**src/rtl/hash_encoding.sv**
```systemverilog
// Shared encodings for the interpolation scheduler: FSM state type and
// default engine timeout.
package hash_encoding;

    typedef enum logic [1:0] {
        ST_IDLE  = 2'd0,
        ST_ISSUE = 2'd1,
        ST_WAIT  = 2'd2,
        ST_RESP  = 2'd3
    } sched_state_t;

    localparam int DEFAULT_TIMEOUT = 64;
    localparam int WAIT_CNT_W      = 7;

endpackage

```
**src/rtl/rr_arb.sv**
```systemverilog
// Round-robin picker: selects the first asserted request at or after ptr,
// wrapping modulo N.
module rr_arb #(
    parameter int N    = 4,
    parameter int ID_W = 2
) (
    input  logic [N-1:0]    req,
    input  logic [ID_W-1:0] ptr,
    output logic            gnt_vld,
    output logic [ID_W-1:0] gnt_idx,
    output logic [N-1:0]    gnt_oh
);

    logic [ID_W-1:0] cand;

    // NOTE: every signal written here gets a default first, so no path leaves it unassigned (no latch).
    always_comb begin
        gnt_vld = 1'b0;
        gnt_idx = '0;
        gnt_oh  = '0;
        cand    = '0;
        for (int i = 0; i < N; i++) begin
            cand = ID_W'((int'(ptr) + i) % N);
            if (!gnt_vld && req[cand]) begin
                gnt_vld = 1'b1;
                gnt_idx = cand;
            end
        end
        if (gnt_vld) gnt_oh[gnt_idx] = 1'b1;
    end

endmodule

```
**src/rtl/interp_sched.sv**
```systemverilog
// Schedules NUM_REQ requesters onto one trilinear interpolation engine,
// one operation in flight, with round-robin grant and engine timeout.
module interp_sched
    import hash_encoding::*;
#(
    parameter int NUM_REQ   = 4,
    parameter int DATA_SIZE = 32,
    parameter int TAG_W     = 8,
    parameter int TIMEOUT   = DEFAULT_TIMEOUT
) (
    input  logic                       clk,
    input  logic                       rstn,
    input  logic [NUM_REQ-1:0]         req_valid,
    input  logic [NUM_REQ*TAG_W-1:0]   req_tag,
    output logic [NUM_REQ-1:0]         req_ready,
    output logic                       eng_en,
    output logic [$clog2(NUM_REQ)-1:0] eng_sel,
    input  logic                       eng_done,
    input  logic [DATA_SIZE-1:0]       eng_feat,
    output logic                       rsp_valid,
    input  logic                       rsp_ready,
    output logic [$clog2(NUM_REQ)-1:0] rsp_id,
    output logic [TAG_W-1:0]           rsp_tag,
    output logic [DATA_SIZE-1:0]       rsp_data,
    output logic                       rsp_err,
    output logic                       err_timeout,
    output logic                       busy,
    output logic [15:0]                done_cnt
);

    localparam int ID_W = $clog2(NUM_REQ);
    localparam logic [WAIT_CNT_W-1:0] WAIT_LAST = WAIT_CNT_W'(TIMEOUT - 1);
    localparam logic [ID_W-1:0]       ID_LAST   = ID_W'(NUM_REQ - 1);

    sched_state_t          state, state_nxt;
    logic [ID_W-1:0]       rr_ptr;
    logic [ID_W-1:0]       cur_id;
    logic [TAG_W-1:0]      cur_tag;
    logic [WAIT_CNT_W-1:0] wait_cnt;
    logic                  gnt_vld;
    logic [ID_W-1:0]       gnt_idx;
    logic [NUM_REQ-1:0]    gnt_oh;
    logic [TAG_W-1:0]      gnt_tag;
    logic                  wait_expired;

    rr_arb #(.N(NUM_REQ), .ID_W(ID_W)) u_rr_arb (
        .req     (req_valid),
        .ptr     (rr_ptr),
        .gnt_vld (gnt_vld),
        .gnt_idx (gnt_idx),
        .gnt_oh  (gnt_oh)
    );

    always_comb begin
        gnt_tag = '0;
        for (int i = 0; i < NUM_REQ; i++) begin
            if (gnt_idx == ID_W'(i)) gnt_tag = req_tag[i*TAG_W +: TAG_W];
        end
    end

    assign wait_expired = (wait_cnt == WAIT_LAST);

    // NOTE: sequential state uses non-blocking assignments and a synchronous reset sampled on clk.
    always_ff @(posedge clk) begin
        if (!rstn) state <= ST_IDLE;
        else       state <= state_nxt;
    end

    always_comb begin
        state_nxt = state;
        case (state)
            ST_IDLE:  if (gnt_vld) state_nxt = ST_ISSUE;
            ST_ISSUE: state_nxt = ST_WAIT;
            ST_WAIT:  if (eng_done || wait_expired) state_nxt = ST_RESP;
            ST_RESP:  if (rsp_ready) state_nxt = ST_IDLE;
            default:  state_nxt = ST_IDLE;
        endcase
    end

    always_ff @(posedge clk) begin
        if (!rstn) begin
            rr_ptr      <= '0;
            cur_id      <= '0;
            cur_tag     <= '0;
            wait_cnt    <= '0;
            rsp_data    <= '0;
            rsp_err     <= 1'b0;
            err_timeout <= 1'b0;
            done_cnt    <= '0;
        end else begin
            case (state)
                ST_IDLE: begin
                    if (gnt_vld) begin
                        cur_id  <= gnt_idx;
                        cur_tag <= gnt_tag;
                    end
                end
                ST_ISSUE: wait_cnt <= '0;
                ST_WAIT: begin
                    wait_cnt <= wait_cnt + WAIT_CNT_W'(1);
                    // A completion in the final WAIT cycle beats the timeout.
                    if (eng_done) begin
                        rsp_data <= eng_feat;
                        rsp_err  <= 1'b0;
                    end else if (wait_expired) begin
                        rsp_data    <= '0;
                        rsp_err     <= 1'b1;
                        err_timeout <= 1'b1;
                    end
                end
                ST_RESP: begin
                    if (rsp_ready) begin
                        rr_ptr   <= (cur_id == ID_LAST) ? '0 : cur_id + ID_W'(1);
                        done_cnt <= done_cnt + 16'd1;
                    end
                end
                default: ;
            endcase
        end
    end

    // The engine reads operands through eng_sel for the whole operation.
    assign req_ready = (state == ST_IDLE) ? gnt_oh : '0;
    assign eng_en    = (state == ST_ISSUE);
    assign eng_sel   = cur_id;
    assign rsp_valid = (state == ST_RESP);
    assign rsp_id    = cur_id;
    assign rsp_tag   = cur_tag;
    assign busy      = (state != ST_IDLE);

endmodule

```
**config.mk**
```make
export PLATFORM = sky130hd
export DESIGN_NAME = interp_sched
export DESIGN_NICKNAME = d
export VERILOG_FILES = /design/src/rtl/hash_encoding.sv /design/src/rtl/rr_arb.sv /design/src/rtl/interp_sched.sv
export SDC_FILE = /design/constraint.sdc
export NUM_CORES = 1
export LEC_CHECK = 0
export BUFFER_PORTS_ARGS = -buffer_cell sky130_fd_sc_hd__buf_4
export CAP_MARGIN = 20
export CORE_MARGIN = 1
export CORE_UTILIZATION = 42
export CTS_CLUSTER_SIZE = 30
export DETAILED_ROUTE_END_ITERATION = 10
export GPL_TIMING_DRIVEN = 0
export HOLD_SLACK_MARGIN = 0.03
export PLACE_DENSITY = 0.77
export SYNTH_ARGS = -nofsm -noshare
export SYNTH_HDL_FRONTEND = slang
export SYNTH_SLANG_ARGS = --single-unit
```
**constraint.sdc**
```tcl
create_clock -name clk -period 1.5 [get_ports clk]
set_input_delay 0.075 -clock clk [delete_from_list [all_inputs] [get_ports clk]]
set_output_delay 0.075 -clock clk [all_outputs]
set_load 0.02 [all_outputs]
```
==> results.json, run 1 <==
{
  "violations": "setup timing",
  "clock-root-buffer": "clkbuf_8",
  "synthMuxAreaShare": 0.0476,
  "synth.distinct_cells": 39,
  "totalWireLength_mm": 10.1,
  "final_cell_mix": "166 x buf_4, 59 x dfxtp_1, 37 x dlygate4sd3_1",
  "place_hpwl_mm": 5.82,
  "synth_edf_count": 0,
  "setup_viol_count_final": 46,
  "die_h_um": 88.6,
  "cp_max_fo": 5,
  "final.setup.worst_slack_ns": -0.204,
  "drv_cap": 0,
  "antenna_found_initial": 0,
  "worst_ep_required_time_ns": 1.42,
  "cts_max_path_buffers": 2,
  "critical_path_buf_inv_count": 2,
  "diodes": 0,
  "area_growth_pct": 81.1,
  "syn_inst": 332,
  "yosysWarnings": 0,
  "numPortBuffers": 139,
  "timing_worst_setup_path_type": "reg -> out",
  "synthSimpleGateAreaFrac": 0.223,
  "seq_area_frac_synth": 0.451,
  "core_um2": 7250,
  "path_cells": "nand2b_4, nor2b_4, o32a_1, buf_6, nor3_4, buf_6",
  "drc": 0,
  "final_util": 0.787,
  "synth-seq-cells": 71,
  "crit_family": "simple AND/OR/NAND/NOR gates",
  "initial_core_util": 0.435,
  "startpoint_type": "flop",
  "clk_latency_ns": 0.35,
  "max_freq_ghz": 0.587,
  "ys.flop_type": "dfxtp_1",
  "routedWlPerCell_um": 15.5,
  "rsz0062_at_grt": "true",
  "cpMostUsedCell": "buf_6",
  "ant_nets": 0,
  "cp.arrival_ns": 1.63,
  "fin_skew_ns": 0.00857,
  "synth_area_um2": 3150,
  "hold_violations": 0,
  "grt_max_degree": 13,
  "clock-sinks": 71,
  "dr.pass1.iters": 4,
  "via_count": 3286,
  "numCtsBuffers": 9,
  "final_common_cell": "buf_4",
  "rows": 31,
  "avgSynthCellArea_um2": 9.49,
  "dieArea_um2": 7850,
  "async_flop_share": 0,
  "maxSlewHeadroom": 0.585,
  "grt_usage": 0.250,
  "dp_slack_ns": -0.175,
  "drive_gt1_frac": 0.520,
  "drtIter0Drc": 128,
  "fin_crit_ns": 1.70,
  "htreeDepth": 3,
  "grt_pass1_vias": 3259,
  "synth_compound_area_frac": 0.157,
  "critPathSlowestCell": "dfxtp_4",
  "vdd_ir_drop_max_uv": 1090,
  "min_path_type": "in -> reg",
  "period_share": 1.14,
  "fp.dieW_um": 88.6,
  "cts_tree": "yes",
  "drv_slew": 0,
  "leakagePower_nw": 2.38,
  "p_per_area_nw_per_um2": 1170,
  "grt_pass1_wl_mm": 14.8,
  "tightest_slew_ns": 0.617,
  "synth_nets": 411,
  "synth_top_family_by_area": "simple AND/OR/NAND/NOR gates",
  "place.gp.congestion": 0.755,
  "synthAdderAreaFrac": 0.0278,
  "synth_xor_area_frac": 0.0528,
  "nNetsFinal": 630,
  "vias_per_cell": 5.02,
  "clk_pin_slew_ns": 0.08,
  "ios": 141,
  "grt_overflow": 0,
  "cp-end-kind": "primary output",
  "status": "finished, violations left",
  "critPathMaxStageDelay_ns": 0.37
}
## power by group
group | switching, W | leakage, nW | internal, W | total, W
registers | 0.000188 | 0.583 | 0.00212 | 0.00231
clock network | 0.000740 | 0.110 | 0.000983 | 0.00172
logic | 0.00131 | 1.69 | 0.00132 | 0.00263
## cell families after synthesis
| group | Yosys count |
|---|---|
| flip-flops | 71 |
| XOR/XNOR | 19 |
| buffers and inverters | 28 |
| multiplexers | 13 |
| adder cells (fa/ha/maj) | 7 |
| AO/OA/AOI/OAI | 71 |
| AND/OR/NAND/NOR | 123 |
## worst min-delay path, delay by kind of cell
family                 cells  cell delay [ns]
AO/OA/AOI/OAI              2             0.18
buffers and inverters      1             0.09
## worst paths after layout
| check | start | endpoint | slack [ns] | cells after the start |
|---|---|---|---|---|
| max | rr_ptr[0] | req_ready[0] | -0.20 | 6 |
| min | req_tag[12] | rsp_tag[4] | 0.03 | 3 |
| max reg2reg | rr_ptr[0] | rsp_tag[1] | -0.18 | 8 |
| min reg2reg | err_timeout | err_timeout | 0.50 | 2 |
## state kept, by name (all words and copies together) (netlist names)
register     cells
done_cnt        16
eng_sel          2
err_timeout      1
rr_ptr           2
rsp_data        32
rsp_err          1
rsp_tag          8
state            2
wait_cnt         7
## synth_stat cells, types with 2 or more instances
master    count  share of area
dfxtp_1      71           0.45
nor2b_1      37          0.073
a22oi_1      32          0.076
and2_1       21          0.042
nand2_1      21          0.025
clkbuf_1     18          0.021
xnor2_1      15          0.042
nand3_1      14          0.022
a21oi_1      12          0.019
mux2i_1       9          0.029
nor2_1        9          0.011
o221ai_1      8          0.022
ha_1          7          0.028
inv_1         6         0.0071
mux2_4        4          0.019
nand4_1       4         0.0079
o21ai_0       4         0.0064
o22ai_1       4         0.0079
xor2_1        4          0.011
nand2b_1      3         0.0060
nor3_1        3         0.0048
a21boi_0      2         0.0048
a21boi_1      2         0.0048
and3_1        2         0.0040
and4_1        2         0.0056
buf_4         2         0.0048
buf_6         2         0.0071
o21ai_1       2         0.0032
or3_1         2         0.0040
## timing repair
action / 4_1_cts / 5_1_grt
endpoints found under the hold margin: 36 / 0
pin swaps: 21 / 14
gates cloned: 3 / 0
hold buffers: 37 / 0
gates resized for setup: 38 / 34
buffers inserted: 18 / 16
endpoints found under the setup margin: 63 / 59
## metal layers
| metal | track usage | wire length, um |
|---|---|---|
| met1 | 0.270 | 4040 |
| met2 | 0.449 | 5280 |
| met3 | 0.0597 | 545 |
| met4 | 0.136 | 250 |
| met5 | 0 | 0 |
## stage by stage
step	hold slack (ns)	setup TNS [ns]	total power [W]	std cells	cell area, um^2
after global placement	0.326	-7.13	0.00431	570	4570
after floorplan	0.232	-0.135	0.00359	332	3400
after detailed placement	0.333	-7.92	0.00435	570	4570
after global routing	0.0485	-9.83	0.00697	655	5710
final	0.0312	-5.37	0.00667	655	5710
after CTS	0.0320	-3.71	0.00642	640	5470
## cell type report
class                   instances  area [um^2]
multi-input cells             233         1980
repair buffers                211         1750
fillers                       449         1550
flip-flops and latches         71         1450
plain buffers                  19          155
clock buffers                  11          141
well taps                      99          124
clock inverters                 5         81.3
inverters                       6         22.5
No activity file was read; power rests on OpenSTA's default activity.
==> run 2: changes to the inputs <==
- CTS_CLUSTER_DIAMETER: unset -> 200
- PLACE_DENSITY: 0.77 -> unset
- PLACE_DENSITY_LB_ADDON: unset -> 0.08
==> results.json, run 2 (synthesized netlist as in run 1, its figures left out) <==
{
  "ant_nets": 0,
  "final_util": 0.803,
  "fin_skew_ns": 0.0115,
  "initial_core_util": 0.435,
  "cp.arrival_ns": 1.67,
  "pwr-share-clk": 0.249,
  "dieArea_um2": 7850,
  "min_path_cells": 3,
  "crit_family": "compound AO/OA/AOI/OAI gates",
  "max_freq_ghz": 0.574,
  "p_sw_frac": 0.341,
  "place.gp.congestion": 0.778,
  "core_um2": 7250,
  "final_common_cell": "buf_4",
  "min_path_type": "in -> reg",
  "comb_power_share": 0.403,
  "maxSlewHeadroom": 0.433,
  "leakagePower_nw": 2.42,
  "drc": 0,
  "period_share": 1.16,
  "p_per_area_nw_per_um2": 1140,
  "nFillCells": 471,
  "critical_path_buf_inv_count": 2,
  "dr.pass1.iters": 4,
  "diodes": 0,
  "hold_violations": 0,
  "critPathMaxStageDelay_ns": 0.41,
  "r2r_start": "rr_ptr[1]",
  "cpMostUsedCell": "buf_6",
  "r2r_end": "rsp_tag[4]",
  "setup_viol_count_final": 46,
  "grt_pass1_vias": 3202,
  "vias_per_cell": 5.06,
  "worst_ep_required_time_ns": 1.42,
  "cp_max_fo": 6,
  "final.setup.worst_slack_ns": -0.243,
  "timing_worst_setup_path_type": "reg -> out",
  "fp.dieW_um": 88.6,
  "via_count": 3343,
  "cp-end-kind": "primary output",
  "final_cell_mix": "167 x buf_4, 60 x dfxtp_1, 38 x dlygate4sd3_1",
  "ios": 141,
  "r2r_slack_ns": -0.22,
  "numPortBuffers": 139,
  "worst-path-stages": 5,
  "antenna_found_initial": 0,
  "die_h_um": 88.6,
  "grt_pass1_wl_mm": 14.7,
  "cp-endpoint": "req_ready[0]",
  "violations": "setup timing",
  "numCtsBuffers": 9,
  "p_sw_w": 0.00226,
  "drv_cap": 0,
  "place_hpwl_mm": 5.76,
  "cts_max_path_buffers": 2,
  "largest_register_ffs": 32,
  "clock-root-buffer": "clkbuf_8",
  "startpoint_type": "flop",
  "cts_tree": "yes",
  "fin_hold_ws_ns": 0.0438,
  "tightest_slew_ns": 0.842,
  "critPathSlowestCell": "dfxtp_4",
  "clock-sinks": 71,
  "crit_start": "rr_ptr[1]",
  "rsz0062_at_grt": "true",
  "routedWlPerCell_um": 15.5,
  "vdd_ir_drop_max_uv": 961,
  "intPower_w": 0.00436,
  "htreeDepth": 3,
  "drive_gt1_frac": 0.541,
  "top_register": "rsp_data",
  "clk_latency_ns": 0.35,
  "fin_crit_ns": 1.74,
  "rows": 31,
  "status": "finished, violations left",
  "reg2reg_depth": 7,
  "drv_slew": 0,
  "path_cells": "a21oi_2, o32a_1, buf_6, nor3_4, buf_6",
  "clk_pin_slew_ns": 0.08,
  "totalWireLength_mm": 10.3,
  "pwr-share-seq": 0.349,
  "area_growth_pct": 84.8,
  "grt_max_degree": 13,
  "drtIter0Drc": 115,
  "grt_overflow": 0,
  "nNetsFinal": 636,
  "grt_usage": 0.247
}
-- run 2: worst min-delay path by stage --
stage / from / to / slack (ns)
after CTS: req_tag[29] / rsp_tag[5] / 0.03
after floorplan: eng_feat[10] / rsp_data[10] / 0.23
after detailed placement: eng_feat[9] / rsp_data[9] / 0.33
after global placement: eng_feat[16] / rsp_data[16] / 0.32
after global routing: req_tag[16] / rsp_tag[0] / 0.04
final: req_tag[17] / rsp_tag[1] / 0.04
-- run 2: layer usage --
layer / vias to the layer above / part of all wire / GRT usage
met3: 22 / 0.051 / 0.0569
met2: 124 / 0.54 / 0.443
met1: 1569 / 0.39 / 0.275
li1: 1628 / - / -
met5: - / 0 / 0
met4: 0 / 0.023 / 0.117
-- run 2: what timing repair did --
action / in CTS / in global routing
hold buffers: 37 / 1
cloned: 4 / 0
resized for setup: 54 / 38
setup buffers: 21 / 16
pin swaps: 18 / 23
setup endpoints to repair: 66 / 59
hold endpoints to repair: 36 / 1
-- run 2: worst reg2reg max path: stages, from the launching register on --
cell,delay (ns)
dfxtp_4,0.38
a21oi_2,0.23
o32a_1,0.26
buf_6,0.16
buf_6,0.10
mux2_4,0.30
o22ai_2,0.09
a21oi_1,0.08
-- run 2: final cells by class --
class | instances | area, um^2 | share of cell area
Clock buffer | 12 | 165 | 0.0284
Inverter | 6 | 22.5 | 0.00387
Timing Repair Buffer | 217 | 1800 | 0.308
Clock inverter | 4 | 52.6 | 0.00902
Tap cell | 99 | 124 | 0.0213
Buffer | 19 | 166 | 0.0286
Multi-Input combinational cell | 233 | 2050 | 0.352
Sequential cell | 71 | 1450 | 0.249
-- run 2: per-stage QoR --
step                setup WS [ns]  instance area [um^2]  setup TNS, ns  cells  total power [W]
CTS                        -0.211                  5550          -6.27    644          0.00637
floorplan                -0.00909                  3400         -0.135    332          0.00359
global route               -0.327                  5820         -12.29    661          0.00694
detailed placement         -0.254                  4570          -9.85    570          0.00435
finish                     -0.243                  5820          -7.50    661          0.00663
global placement           -0.194                  4570          -7.95    570          0.00432
-- run 2: power groups by stage --
stage / registers, W / clock network [W] / logic [W]
after floorplan: 0.00256 / 0 / 0.00103
final: 0.00231 / 0.00165 / 0.00267
after global placement: 0.00233 / 0 / 0.00199
after detailed placement: 0.00234 / 0 / 0.00202
after CTS: 0.00230 / 0.00167 / 0.00240
after global routing: 0.00233 / 0.00177 / 0.00284
==> run 3: changes to the inputs <==
- CORE_UTILIZATION: 42 -> 44
- CTS_BUF_LIST: unset -> sky130_fd_sc_hd__clkbuf_8
==> results.json, run 3 (synthesized netlist as in run 1, its figures left out) <==
{
  "status": "finished, violations left",
  "violations": "setup timing",
  "instances_no_fill": 643,
  "period_share": 1.17,
  "drv_cap": 0,
  "place.gp.congestion": 0.719,
  "ant_nets": 0,
  "die_h_um": 86.6,
  "pwr-share-clk": 0.256,
  "fin_skew_ns": 0.0146,
  "diodes": 0,
  "cp.arrival_ns": 1.98,
  "placed_area_um2": 4560,
  "report.power.total_w": 0.00657,
  "setup_viol_count_final": 48,
  "fin_crit_ns": 1.75,
  "final.setup.worst_slack_ns": -0.248,
  "clock-root-buffer": "clkbuf_8",
  "leakagePower_nw": 2.35,
  "drive_gt1_frac": 0.512,
  "tightest_slew_ns": 0.598,
  "vias_per_cell": 5.13,
  "clk_latency_ns": 0.35,
  "antenna_found_initial": 0,
  "drc": 0,
  "top_register": "rsp_data",
  "final_area_um2": 5660,
  "dpl.cell_count": 567,
  "grt_pass1_vias": 3209,
  "final_common_cell": "buf_4",
  "dr.pass1.iters": 4,
  "via_count": 3297,
  "p_sw_w": 0.00220,
  "rsz0062_at_grt": "true",
  "drv_slew": 0,
  "min_path_type": "in -> reg",
  "clk_pin_slew_ns": 0.08,
  "worst_ep_required_time_ns": 1.73,
  "place_hpwl_mm": 6.15,
  "final_cell_mix": "154 x buf_4, 60 x dfxtp_1, 38 x dlygate4sd3_1",
  "cp_max_fo": 7,
  "routedWlPerCell_um": 15.7,
  "final_util": 0.824,
  "core_um2": 6870,
  "intPower_w": 0.00437,
  "grt_max_degree": 12,
  "nNetsFinal": 622,
  "startpoint_type": "flop",
  "grt_usage": 0.258,
  "cts_tree": "yes",
  "cts_max_path_buffers": 2,
  "largest_register_ffs": 32,
  "htreeDepth": 3,
  "rows": 30,
  "clock-sinks": 71,
  "dp_slack_ns": -0.238,
  "maxSlewHeadroom": 0.597,
  "drtIter0Drc": 102,
  "grt_pass1_wl_mm": 15.1,
  "hold_violations": 0,
  "dieArea_um2": 7510,
  "p_sw_frac": 0.335,
  "area_growth_pct": 79.7,
  "comb_power_share": 0.392,
  "ios": 141,
  "cp-end-kind": "flop",
  "max_freq_ghz": 0.572,
  "vdd_ir_drop_max_uv": 727,
  "numCtsBuffers": 9,
  "numPortBuffers": 139,
  "pwr-share-seq": 0.352,
  "initial_core_util": 0.459,
  "totalWireLength_mm": 10.1,
  "p_per_area_nw_per_um2": 1160,
  "timing_worst_setup_path_type": "reg -> reg",
  "grt_overflow": 0,
  "fp.dieW_um": 86.6
}
==> run 3: cell types whose count changed in the layout (fill, tap and decap cells not counted), moves of 2 or more <==
cell | before | now
dfxtp_4 | 6 | 8
buf_8 | 3 | 6
dfxtp_2 | 5 | 3
clkbuf_8 | 20 | 14
nand3_2 | 4 | 1
clkinv_2 | 0 | 2
clkinvlp_4 | 3 | 0
buf_4 | 167 | 154
o21ai_2 | 2 | 0
nand3_1 | 9 | 12
==> run 3: power groups by stage <==
stage	Combinational (W)	Sequential [W]	Clock [W]
6_report	0.00258	0.00231	0.00168
5_1_grt	0.00274	0.00234	0.00179
4_1_cts	0.00247	0.00230	0.00168
3_5_place_dp	0.00203	0.00234	0
3_3_place_gp	0.00197	0.00233	0
2_1_floorplan	0.00103	0.00256	0
==> run 3: what timing repair did <==
| action | 4_1_cts | 5_1_grt |
|---|---|---|
| pin swaps | 27 | 15 |
| hold endpoints to repair | 38 | 0 |
| hold buffers | 38 | 0 |
| resized for setup | 57 | 26 |
| gates cloned | 3 | 0 |
| buffers inserted | 18 | 8 |
| setup endpoints to repair | 66 | 55 |
==> run 3: worst max-delay path, stage by stage (launching register included) <==
cell,delay (ns)
dfxtp_2,0.36
ha_4,0.13
nand4_1,0.18
nor3b_4,0.35
o21ai_4,0.20
buf_8,0.18
a22oi_2,0.16
nor2b_1,0.08
==> run 3: per-layer routing <==
| layer | wire length (um) | GRT usage | up-vias |
|---|---|---|---|
| met3 | 457 | 0.0476 | 13 |
| met5 | 0 | 0 | - |
| li1 | - | - | 1588 |
| met2 | 5490 | 0.476 | 103 |
| met1 | 4020 | 0.297 | 1593 |
| met4 | 133 | 0.0924 | 0 |
==> run 3: final cells by class <==
cell class                 count  area (um^2)
buffer                        18          164
clock buffer                  10          138
clock inverter                 5         73.8
fill                         400         1210
inverter                       6         22.5
multi-input combinational    233         1990
sequential                    71         1460
tap                           96          120
timing repair buffer         204         1700
==> run 3: final timing paths <==
path | slack [ns] | endpoint | cells after the start | from
min reg2reg | 0.50 | wait_cnt[5] | 2 | wait_cnt[5]
max | -0.25 | rsp_data[3] | 7 | wait_cnt[0]
max reg2reg | -0.25 | rsp_data[3] | 7 | wait_cnt[0]
min | 0.04 | rsp_tag[1] | 3 | req_tag[25]
==> run 3: stage by stage <==
step	hold slack [ns]	TNS [ns]
final	0.0384	-8.64
after global routing	0.0392	-11.49
after CTS	0.0304	-4.51
after detailed placement	0.334	-10.05
after global placement	0.325	-7.04
after floorplan	0.232	-0.135
